File: src/rtl/rv32m_csa_mul_sequencer_if.sv
// rtl/rv32m_csa_mul_sequencer_if.sv - issue/result bundle between RV32M decode and the multiplier sequencer
interface rv32m_csa_mul_sequencer_if #(
   parameter int BIT_WIDTH = 32
);
   logic                     start;
   logic                     flush;
   logic [BIT_WIDTH-1:0]     multiplicand;
   logic [BIT_WIDTH-1:0]     multiplier;
   logic [1:0]               is_signed;
   logic                     busy;
   logic                     finished;
   logic [2*BIT_WIDTH-1:0]   product;

   // Issue side: decode/issue logic drives requests, observes status and result
   modport master (
      output start, flush, multiplicand, multiplier, is_signed,
      input  busy, finished, product
   );

   // Sequencer side
   modport slave (
      input  start, flush, multiplicand, multiplier, is_signed,
      output busy, finished, product
   );
endinterface

File: src/rtl/rv32m_csa_mul_sequencer.sv
// rtl/rv32m_csa_mul_sequencer.sv - iterative radix-2 carry-save multiplier sequencer for RV32M
module rv32m_csa_mul_sequencer #(
   parameter int BIT_WIDTH = 32
) (
   input logic                      CLK,
   input logic                      RST,
   rv32m_csa_mul_sequencer_if.slave bus
);
   localparam int N  = BIT_WIDTH;
   localparam int KW = (N > 2) ? $clog2(N) : 1;
   localparam logic [KW-1:0] K_LAST = KW'(N - 1);

   typedef enum logic [1:0] {IDLE, ACCUM, RESOLVE, DONE} state_t;

   state_t          state;
   logic [N-1:0]    a_mag;
   logic [N-1:0]    b_mag;
   logic            neg;
   logic [2*N-1:0]  sum_q;
   logic [2*N-1:0]  carry_q;
   logic [KW-1:0]   k;
   logic            busy_q;
   logic            finished_q;
   logic [2*N-1:0]  product_q;

   logic            a_in_neg;
   logic            b_in_neg;
   logic [N-1:0]    a_in_mag;
   logic [N-1:0]    b_in_mag;
   logic [2*N-1:0]  pp;
   logic [2*N-1:0]  csa_sum;
   logic [2*N-1:0]  csa_carry;
   logic [2*N-1:0]  mag;
   logic            accept;

   assign bus.busy     = busy_q;
   assign bus.finished = finished_q;
   assign bus.product  = product_q;

   // Operand magnitudes, partial product, 3:2 compression and final carry-propagate add
   always_comb begin
      a_in_neg  = bus.is_signed[1] & bus.multiplicand[N-1];
      b_in_neg  = bus.is_signed[0] & bus.multiplier[N-1];
      a_in_mag  = a_in_neg ? (~bus.multiplicand + 1'b1) : bus.multiplicand;
      b_in_mag  = b_in_neg ? (~bus.multiplier + 1'b1) : bus.multiplier;
      pp        = '0;
      if (b_mag[k]) begin
         pp = {{N{1'b0}}, a_mag} << k;
      end
      csa_sum   = sum_q ^ carry_q ^ pp;
      // carry out of the top bit is dropped; the true product always fits in 2N bits
      csa_carry = ((sum_q & carry_q) | (sum_q & pp) | (carry_q & pp)) << 1;
      mag       = sum_q + carry_q;
      accept    = bus.start & ~bus.flush;
   end

   // Sequencer FSM with registered busy/finished and product holding register
   always_ff @(posedge CLK) begin
      if (RST) begin
         state      <= IDLE;
         a_mag      <= '0;
         b_mag      <= '0;
         neg        <= 1'b0;
         sum_q      <= '0;
         carry_q    <= '0;
         k          <= '0;
         busy_q     <= 1'b0;
         finished_q <= 1'b0;
         product_q  <= '0;
      end else begin
         case (state)
            IDLE, DONE: begin
               finished_q <= 1'b0;
               if (accept) begin
                  a_mag   <= a_in_mag;
                  b_mag   <= b_in_mag;
                  neg     <= a_in_neg ^ b_in_neg;
                  sum_q   <= '0;
                  carry_q <= '0;
                  k       <= '0;
                  busy_q  <= 1'b1;
                  state   <= ACCUM;
               end else begin
                  busy_q  <= 1'b0;
                  state   <= IDLE;
               end
            end
            ACCUM: begin
               if (bus.flush) begin
                  busy_q <= 1'b0;
                  k      <= '0;
                  state  <= IDLE;
               end else begin
                  sum_q   <= csa_sum;
                  carry_q <= csa_carry;
                  if (k == K_LAST) begin
                     k     <= '0;
                     state <= RESOLVE;
                  end else begin
                     k     <= k + 1'b1;
                  end
               end
            end
            RESOLVE: begin
               busy_q <= 1'b0;
               if (bus.flush) begin
                  state <= IDLE;
               end else begin
                  product_q  <= neg ? (~mag + 1'b1) : mag;
                  finished_q <= 1'b1;
                  state      <= DONE;
               end
            end
            default: begin
               busy_q     <= 1'b0;
               finished_q <= 1'b0;
               state      <= IDLE;
            end
         endcase
      end
   end
endmodule
File: src/flat_wrapper.sv
// flat-port wrapper written by rule: the top's interface ports become plain ports
module rv32m_csa_mul_sequencer_flat 
#(
   parameter int BIT_WIDTH = 32
)
  (CLK, RST, bus_start, bus_flush, bus_multiplicand, bus_multiplier, bus_is_signed, bus_busy, bus_finished, bus_product);
  rv32m_csa_mul_sequencer_if #(.BIT_WIDTH(BIT_WIDTH)) bus_i ();
  input logic CLK;
  input logic RST;
  input wire logic [$bits(bus_i.start)-1:0] bus_start;
  input wire logic [$bits(bus_i.flush)-1:0] bus_flush;
  input wire logic [$bits(bus_i.multiplicand)-1:0] bus_multiplicand;
  input wire logic [$bits(bus_i.multiplier)-1:0] bus_multiplier;
  input wire logic [$bits(bus_i.is_signed)-1:0] bus_is_signed;
  output wire logic [$bits(bus_i.busy)-1:0] bus_busy;
  output wire logic [$bits(bus_i.finished)-1:0] bus_finished;
  output wire logic [$bits(bus_i.product)-1:0] bus_product;
  assign bus_i.start = bus_start;
  assign bus_i.flush = bus_flush;
  assign bus_i.multiplicand = bus_multiplicand;
  assign bus_i.multiplier = bus_multiplier;
  assign bus_i.is_signed = bus_is_signed;
  assign bus_busy = bus_i.busy;
  assign bus_finished = bus_i.finished;
  assign bus_product = bus_i.product;
  rv32m_csa_mul_sequencer #(.BIT_WIDTH(BIT_WIDTH)) u_core (.CLK(CLK), .RST(RST), .bus(bus_i));
endmodule
File: config.mk
export PLATFORM = sky130hd
export DESIGN_NAME = rv32m_csa_mul_sequencer_flat
export DESIGN_NICKNAME = d
export VERILOG_FILES = /design/src/rtl/rv32m_csa_mul_sequencer_if.sv /design/src/rtl/rv32m_csa_mul_sequencer.sv /design/src/flat_wrapper.sv
export SDC_FILE = /design/constraint.sdc
export NUM_CORES = 1
export LEC_CHECK = 0
export ABC_AREA = 0
export BUFFER_PORTS_ARGS = -buffer_cell sky130_fd_sc_hd__buf_2
export CORE_MARGIN = 4
export CORE_UTILIZATION = 50
export DETAILED_ROUTE_END_ITERATION = 16
export HOLD_SLACK_MARGIN = 0.15
export PLACE_DENSITY_LB_ADDON = 0.1
export SETUP_SLACK_MARGIN = 0.3
export SKIP_LAST_GASP = 1
export SLEW_MARGIN = 20
export SYNTH_ARGS = -nofsm -noshare
export SYNTH_HDL_FRONTEND = slang
export SYNTH_SLANG_ARGS = --single-unit
File: constraint.sdc
create_clock -name CLK -period 6.85 [get_ports CLK]
set_clock_uncertainty 0.2 [all_clocks]
set_input_delay 1.0275 -clock CLK [delete_from_list [all_inputs] [get_ports CLK]]
set_output_delay 1.0275 -clock CLK [all_outputs]
set_load 0.1 [all_outputs]
# Yosys cells after proc, flatten, opt, wreduce, memory -nomap -nowiden
# Index checks and enable logic that the tools add are counted.
# W data, S select, Z words.
dict set report word_totals {
  out_inout_bits 66
  reg_bits 266
  wordCells 75
}
dict set report op_classes {
  n_shift 1
  n_lt_le_gt_ge 1
  add_sub_neg 5
  muxes 25
  reduce_logical 9
  bitwise 15
  eq_ne 9
}
# op count
set op_table {}
lappend op_table {{$mux W64} 5}
lappend op_table {{$pmux W64 S2} 2}
lappend op_table {{$and A63 B63 Y63} 3}
lappend op_table {{$xor A64 B64 Y64} 2}
lappend op_table {{$or A63 B63 Y63} 2}
lappend op_table {{$add A32 B1 Y32 const B} 2}
lappend op_table {{$add A64 B1 Y64 const B} 1}
lappend op_table {{$add A64 B64 Y64} 1}
lappend op_table {{$mux W32} 2}
lappend op_table {{$not A32 Y32} 2}
lappend op_table {{$not A64 Y64} 1}
lappend op_table {{$shl A32 B5 Y64} 1}
lappend op_table {{$mux W5} 3}
lappend op_table {{$pmux W5 S2} 1}
lappend op_table {{$reduce_and A2 Y1} 4}
lappend op_table {{$lt A5 B6 Y1 const B} 1}
lappend op_table {{$mux W2} 3}
lappend op_table {{$ne A2 B2 Y1 const B} 3}
lappend op_table {{$pmux W2 S3} 1}
lappend op_table {{$add A5 B1 Y5 const B} 1}
lappend op_table {{$bmux W1 S5} 1}
lappend op_table {{$eq A5 B5 Y1 const B} 1}
lappend op_table {{$mux W1} 5}
lappend op_table {{$eq A2 B2 Y1 const B} 2}
lappend op_table {{12 further kinds} 15}

# Depth between registers and ports, before layout
# Gate-level depths: netlist (run 1).
dict set report logic_depth {
  depth_word 8
  depth_mapped 16
  depth_no_buf 14
}

# Worst setup path after synthesis (run 1)
# No wires, ideal clock.
dict set report synth_path {
  path_kind {register to register}
  start {register u_core.carry_q[1]}
  end {register u_core.product_q[63] (netlist: u_core.bus.product[63])}
  setup_ns 0.118
  n_path_buf 1
  slack_ns 2.527
  arrival_ns 4.006
  path_stages_with_launch 16
  path_cell_list {dfxtp_1 -> ha_1 -> fa_1 -> a211oi_2 -> o21ai_2 -> or3b_4 -> a21oi_4 -> nand4b_2 -> nor4_2 -> nand3_1 -> or3_4 -> nand3b_4 -> buf_6 -> o41ai_4 -> xnor2_1 -> a22o_1}
}
dict set report synth_via {
  elab_chain_cells 4
}
# element line
set synth_rtl {}
lappend synth_rtl {{from (decl)} rv32m_csa_mul_sequencer.sv:20} ;# logic [2*N-1:0] carry_q;
lappend synth_rtl {{from (signal assigned)} rv32m_csa_mul_sequencer.sv:95} ;# carry_q <= csa_carry;
lappend synth_rtl {{$add A64 B64 Y64 *} rv32m_csa_mul_sequencer.sv:53} ;# mag = sum_q + carry_q;
lappend synth_rtl {{$not A64 Y64} rv32m_csa_mul_sequencer.sv:109} ;# product_q <= neg ? (~mag + 1'b1) : mag;
lappend synth_rtl {{$add A64 B1 Y64} rv32m_csa_mul_sequencer.sv:109}
lappend synth_rtl {{$mux W64 *} rv32m_csa_mul_sequencer.sv:109}
lappend synth_rtl {{to (signal assigned)} rv32m_csa_mul_sequencer.sv:109}
lappend synth_rtl {{to (decl)} rv32m_csa_mul_sequencer.sv:24} ;# logic [2*N-1:0] product_q;
# Every way passes the cells marked *; elsewhere a longest branch is shown, timed or not.
# A chain may end at the register's enable or synchronous reset.

# Final worst setup path (run 1)
dict set report layout_path {
  start {register u_core.carry_q[1]}
  end {register u_core.product_q[56] (netlist: u_core.bus.product[56])}
}
# The elaborated chain is that of the path after synthesis.

==> metrics.md, run 1 <==
| Metric | Value |
|---|---|
| DR WL/cell | 18.4 um |
| Arrival time of the worst setup path | about 5300 ps |
| Rel. slew slack | 0.279 |
| Synthesized flop and latch total | 265 |
| Most common flop cell mapped by yosys | dfxtp_1 |
| Die height | around 210 um |
| Routed WL | 57.5 mm |
| Area Overhead vs Synth | 8.82% |
| Status | finished clean |
| CP Class | register to register |
| CP Cell Sequence | ha_1 > fa_1 > a211oi_2 > o21ai_2 > a211oi_2 > o211ai_1 > nand2_1 > xor2_1 > o2111ai_1 > nor2_1 > nand4b_1 > o41ai_2 > xnor2_1 > a211oi_1 |
| VDD IR-drop max | 188 uV |
| Starting Density | 0.508 |
| Setup-failing EPs final | 0 |
| Critical path's most frequent cell | a211oi_2 |
| Die width | 209 um |
| Via count | 18700 |
| Final worst-path cycle share | 0.735 |
| Post-Place Cells | 3079 |
| Worst reg2reg endpoint | u_core.bus.product[56]$_SDFFE_PP0P_ |
| Syn nets | 2783 |
| Dpl hpwl | 44.0 mm |
| FF-to-FF Start | u_core.carry_q[1]$_SDFFE_PP0P_ |
| Slowest stage delay, CP | between 400 and 500 ps |
| RSZ-0062 raised after global routing | false |
| Post-route antenna net violation count | 0 |
| Nets | 2791 |
| Fill cells | around 3900 |
| Global-route wire length before repair | 93.5 mm |
| Number of I/O pins | roughly 140 |
| Worst hold stages | 2 |
| Reg2Reg Depth | 14 |
| Hold/Removal Path Class | register to register |
| Placement Setup Slack | between 1500 and 2000 ps |
| Drc violations | 0 |
| Port-buffer cells | ~140 |
| Vias in the first global route | ~18000 |
| Final min period | roughly 5000 ps |
| CTS hold repair buffers | 0 |
| Die area | 0.0438 mm^2 |
| Worst-Margin Slew | between 1000 and 1500 ps |
| Largest net degree at the start of global routing | 184 |
| Pleak | about 8.1 nW |
| Max-slew violation count | 0 |
| CTS root buf | clkbuf_16 |
| Drt pass-1 iters | 7 |
| Async set-reset flop share out of synthesis | 0 |
| Vias per cell | between 5 and 6 |
| Longest Clk Path Bufs | 3 |
| Core Footprint | around 0.04 mm^2 |
| Syn Std Cell Area | just over 0.02 mm^2 |
| Crit-path slowest cell | o41ai_2 |
| CTS tree | yes |
| Initial antenna violation count | 0 |
| Clk_lat worst skew | 570 ps |
| Gr usage total | 0.253 |
| # clock sinks | 265 |
| Inserted Clock Buffers | 30 |
| Max Freq | 199 MHz |
| Final std cells w/o fill | 3132 |
| Reg clk slew, reported paths | 60 ps |
| Critical Path RT | 7140 ps |
| Critical Path Start Type | register |
| Crit. Startpoint | u_core.carry_q[1]$_SDFFE_PP0P_ |
| Crit end category | register |
| Post-CTS sizing | 0 |
| # H-tree levels | 1 |
| Syn_area_per_cell | 7.86 um^2 |
| Synth cell types | 101 |
| Critical path peak fanout | 9 |
| Cells after Synth | 2579 |
| Total negative setup slack | 0 ps |
| Yosys warning total | 0 |
| Crit path to | u_core.bus.product[56]$_SDFFE_PP0P_ |
| N_diodes | 0 |
| Postcts setup bufs | 0 |
| Final Hold Viols | 0 |
| Gp weighted congestion | 0.953 |
| FP Rows | 73 |
| Max-cap violations | 0 |
| Seq/Total Area, Yosys | 0.262 |
| R2R setup slack | 1820 ps |
| Initial DRC count | 1467 |
| Final design utilization | 0.553 |
| Pwr Density | about 160 mW/mm^2 |
| Number of flops mapped to enable cells by yosys | 0 |
| Total grt overflow | 0 |
| Design Power | 3.63 mW |
| Layout cell share with drive strength beyond 1 | 0.119 |
| Worst setup margin | 1820 ps |
[where the power goes]
part | switching, mW | total, mW | leakage (nW) | internal (mW)
sequential | 0.0318 | 1.60 | 2.15 | 1.57
combinational | 0.212 | 0.343 | 5.47 | 0.130
clock | 0.654 | 1.68 | 0.496 | 1.03
total | 0.898 | 3.63 | 8.11 | 2.73
[placed cells by master, fill, tap and decap left out, types with 8 or more instances in the layout]
cell | netlist | routed
o22ai_1 | 20 | 20
mux2i_1 | 25 | 25
clkbuf_16 | 0 | 31
nand2_1 | 226 | 226
nor2_1 | 468 | 466
xnor2_1 | 82 | 82
xor2_1 | 72 | 72
nand2b_1 | 11 | 10
nor4_1 | 14 | 14
inv_1 | 92 | 92
nand4_1 | 38 | 38
nor3_1 | 37 | 36
dfxtp_1 | 265 | 262
o2111ai_1 | 8 | 8
or3_1 | 26 | 25
nand3_1 | 35 | 35
a211o_1 | 8 | 8
a22oi_1 | 69 | 69
mux2_2 | 15 | 15
a21o_1 | 20 | 20
buf_4 | 1 | 10
a211oi_1 | 114 | 114
o21bai_1 | 8 | 8
o31ai_1 | 22 | 22
a31oi_1 | 9 | 9
or2_2 | 15 | 15
a21oi_1 | 196 | 196
a311oi_1 | 12 | 12
ha_1 | 71 | 71
mux4_2 | 34 | 34
fa_1 | 63 | 63
o21a_1 | 16 | 16
buf_2 | 12 | 134
and3_1 | 15 | 15
o21ai_1 | 11 | 11
and2_1 | 12 | 12
o211ai_1 | 12 | 12
o21ai_0 | 126 | 126
[layer usage]
metal  part of all wire  track usage  vias to the layer above  routed length, um
met3              0.055       0.0286                       76               3170
met1               0.48        0.378                     8843              27700
li1                   -            -                     9236                  -
met2               0.44        0.396                      504              25400
met4              0.021       0.0565                        0               1190
met5                  0            0                        -                  0
[stage by stage]
stage	area, um^2	hold WS [ps]
2_1_floorplan	20300	229
3_3_place_gp	21000	235
3_5_place_dp	21000	247
4_1_cts	22000	255
5_1_grt	22100	274
6_report	22100	252
[synth_stat cells (63+ instances only)]
library cell | number | area [um^2]
a211oi_1 | 114 | 856
a21oi_1 | 196 | 981
a22oi_1 | 69 | 518
clkbuf_1 | 132 | 495
dfxtp_1 | 265 | 5310
fa_1 | 63 | 1260
ha_1 | 71 | 888
inv_1 | 92 | 345
nand2_1 | 226 | 848
nor2_1 | 468 | 1760
o21ai_0 | 126 | 631
xnor2_1 | 82 | 718
xor2_1 | 72 | 631
[worst min path at each step]
stage | start | slack (ps) | to
floorplan | u_core.b_mag[30]$_SDFFE_PP0P_ | 230 | u_core.b_mag[30]$_SDFFE_PP0P_
global placement | u_core.bus.product[3]$_SDFFE_PP0P_ | 230 | u_core.bus.product[3]$_SDFFE_PP0P_
CTS | u_core.bus.product[0]$_SDFFE_PP0P_ | 250 | u_core.bus.product[0]$_SDFFE_PP0P_
finish | u_core.bus.product[0]$_SDFFE_PP0P_ | 250 | u_core.bus.product[0]$_SDFFE_PP0P_
detailed placement | u_core.bus.product[0]$_SDFFE_PP0P_ | 250 | u_core.bus.product[0]$_SDFFE_PP0P_
global route | u_core.bus.product[0]$_SDFFE_PP0P_ | 270 | u_core.bus.product[0]$_SDFFE_PP0P_
[flip-flops by register name (all words and copies together), names as in the netlist]
name / count
u_core.b_mag: 32
u_core.a_mag: 32
u_core.bus.finished: 1
u_core.k: 5
u_core.sum_q: 64
u_core.neg: 1
u_core.bus.product: 64
u_core.carry_q: 63
u_core.state: 2
u_core.bus.busy: 1
[cell type report]
| cell class | instances | area, um^2 | share of cell area |
|---|---|---|---|
| tap | 525 | 657 | 0.0298 |
| inverter | 94 | 353 | 0.0160 |
| clock buffer | 40 | 830 | 0.0376 |
| timing repair buffer | 147 | 807 | 0.0366 |
| clock inverter | 12 | 194 | 0.00879 |
| sequential | 265 | 5310 | 0.241 |
| multi-input combinational | 2049 | 13900 | 0.630 |
[worst max-delay path, delay by kind of cell, from the launching register on]
family                     cells  cell delay, ps
xor gates and xnor gates       2             500
and+or+nand+nor                3            1000
DFF                            1             350
AOI/OAI and AO/OA              7            2190
adders and majority gates      2             700
[kinds of logic (layout without fill, tap and decap cells)]
logic type               count (synthesis)  in the layout  share of synthesized area
multiplexers                            74             74                     0.0585
flip-flops                             265            265                      0.262
adder cells (fa/ha/maj)                134            134                      0.106
AO/OA/AOI/OAI                          734            734                      0.242
XOR/XNOR                               154            154                     0.0665
AND/OR/NAND/NOR                        953            953                      0.212
buffers and inverters                  265            293                     0.0537
No activity file was read; power rests on OpenSTA's default activity.
==> run 2: changes to the inputs <==
==> constraint.sdc (replaced) <==
create_clock -name CLK -period 4.59 [get_ports CLK]
set_clock_uncertainty 0.2 [all_clocks]
set_input_delay 0.6885 -clock CLK [delete_from_list [all_inputs] [get_ports CLK]]
set_output_delay 0.6885 -clock CLK [all_outputs]
set_load 0.1 [all_outputs]
==> metrics.md, run 2 (same netlist as run 1, synthesis figures left out) <==
| Metric | Value |
|---|---|
| Status | finished clean |
| RSZ-0062 raised after global routing | true |
| Delay-heaviest family, CP | compound AO/OA/AOI/OAI gates |
| Max-slew violation count | 0 |
| Post-route antenna net violation count | 0 |
| Dpl hpwl | 46.5 mm |
| Reg clk slew, reported paths | around 60 ps |
| Core Footprint | 0.0399 mm^2 |
| Vias in the first global route | 18100 |
| Layout cell share with drive strength beyond 1 | 0.189 |
| Final min period | 4380 ps |
| Rel. slew slack | 0.411 |
| Total negative setup slack | 0 ps |
| Total grt overflow | 0 |
| Slowest stage delay, CP | 590 ps |
| Drt pass-1 iters | 5 |
| WP buf/inv | 1 |
| Critical path peak fanout | 4 |
| Critical Path Start Type | register |
| DR WL/cell | 18.6 um |
| Pleak | 8.66 nW |
| Fill cells | approximately 3700 |
| # clock sinks | between 200 and 300 |
| CTS root buf | clkbuf_16 |
| FP Rows | 73 |
| Worst-Margin Slew | 883 ps |
| Clk_lat worst skew | about 570 ps |
| Arrival time of the worst setup path | 4640 ps |
| CP Cell Sequence | ha_4 > fa_2 > a211oi_4 > o21ai_2 > a211oi_2 > buf_4 > o211ai_1 > a31o_2 > a21oi_4 > xor2_1 > nand4_1 > or4bb_4 > o41ai_4 > xnor2_1 > a22o_1 |
| GR Util met2 | 0.423 |
| Die area | 0.0438 mm^2 |
| Initial antenna violation count | 0 |
| Gp weighted congestion | 0.950 |
| Port-buffer cells | 135 |
| Global route hottest layer | met2 |
| Max-cap violations | 0 |
| Critical Path RT | 4850 ps |
| N_diodes | 0 |
| Met1 Resource Use GR | 0.388 |
| VDD IR-drop max | between 300 and 400 uV |
| Initial DRC count | 1525 |
| Crit end category | register |
| Gr usage total | 0.265 |
| Final Hold Viols | 0 |
| # H-tree levels | 1 |
| Design Power | 5.37 mW |
| Max Freq | 228 MHz |
| Commonest non-fill, non-tap cell in the layout | nor2_1 |
| Drc violations | 0 |
| Die height | 209 um |
| Crit-path slowest cell | or4bb_4 |
| Pwr Density | 229 mW/mm^2 |
| Global-route wire length before repair | 97.0 mm |
| Vias per cell | 5.90 |
| Most frequent cells in the layout | nor2_1 (463), dfxtp_1 (258), nand2_1 (225) |
| Starting Density | 0.508 |
| Largest net degree at the start of global routing | around 100 |
| Die width | between 200 and 250 um |
| Hold/Removal Path Class | primary input to register |
| Longest Clk Path Bufs | 3 |
| Area Overhead vs Synth | 15.5% |
| CP Class | register to register |
| Number of I/O pins | roughly 140 |
| Nets | 2903 |
| CTS tree | yes |
| Via count | 19200 |
| Inserted Clock Buffers | 30 |
| Final worst-path cycle share | 0.953 |
| Setup-failing EPs final | 0 |
| GR Util met3 | 0.0257 |
| Routed WL | 60.3 mm |
## run 2: changes by cell type in the layout (fill, tap and decap cells not counted), moves of 11 or more
cell / delta
a21oi_2: +11
o21ai_0: -15
a21oi_1: -13
ha_1: -18
ha_2: +17
buf_4: +109
## run 2: cell type report
cell class                 instances  area, um^2  share of cell area
clock buffer                      43         881              0.0376
clock inverter                    12         128             0.00545
inverter                          94         353              0.0151
multi-input combinational       2050       14400               0.616
sequential                       265        5320               0.227
tap                              525         657              0.0281
timing repair buffer             258        1640              0.0701
## run 2: repair_timing
| item | 4_1_cts | 5_1_grt |
|---|---|---|
| buffers inserted | 15 | 15 |
| cloned | 1 | 0 |
| pin swaps | 19 | 40 |
| gates resized for setup | 34 | 91 |
| endpoints found under the hold margin | 0 | 0 |
| hold buffers | 0 | 0 |
| setup endpoints to repair | 23 | 27 |
## run 2: stage by stage
stage / setup slack [ps] / std cells / hold slack, ps / util / instance area (um^2)
final: 213 / 3247 / 209 / 0.586 / 23400
after floorplan: 302 / 2579 / 229 / - / 20300
after CTS: 300 / 3232 / 175 / 0.574 / 22900
after detailed placement: 12.0 / 3161 / 242 / 0.542 / 21600
after global routing: 76.2 / 3247 / 189 / 0.586 / 23400
after global placement: 93.3 / 3161 / 234 / 0.542 / 21600
## run 2: worst paths after layout
kind	from	end	slack, ps	cells after the start
max reg2reg	u_core.sum_q[1]$_SDFFE_PP0P_	u_core.bus.product[63]$_SDFFE_PP0P_	210	15
min	bus_multiplier[31]	u_core.b_mag[31]$_SDFFE_PP0P_	210	3
max	u_core.sum_q[1]$_SDFFE_PP0P_	u_core.bus.product[63]$_SDFFE_PP0P_	210	15
min reg2reg	u_core.bus.product[3]$_SDFFE_PP0P_	u_core.bus.product[3]$_SDFFE_PP0P_	250	2
## run 2: report_power, final
part / leakage [nW] / internal (mW) / total (mW) / switching, mW
combinational: 6.02 / 0.203 / 0.532 / 0.329
clock: 0.486 / 1.44 / 2.45 / 1.00
sequential: 2.15 / 2.34 / 2.39 / 0.0450
total: 8.66 / 3.99 / 5.37 / 1.38
## run 2: layer usage
| layer | vias to the layer above | wire length, um |
|---|---|---|
| met3 | 80 | 2950 |
| met5 | - | 0 |
| met2 | 486 | 26900 |
| li1 | 9465 | - |
| met4 | 0 | 1350 |
| met1 | 9133 | 29000 |
## run 2: worst register-to-register path, cell delays in order, from the launching register on
cell	delay (ps)
dfxtp_4	360
ha_4	160
fa_2	420
a211oi_4	280
o21ai_2	140
a211oi_2	290
buf_4	170
o211ai_1	170
a31o_2	340
a21oi_4	130
xor2_1	220
nand4_1	140
or4bb_4	590
o41ai_4	370
xnor2_1	110
a22o_1	180
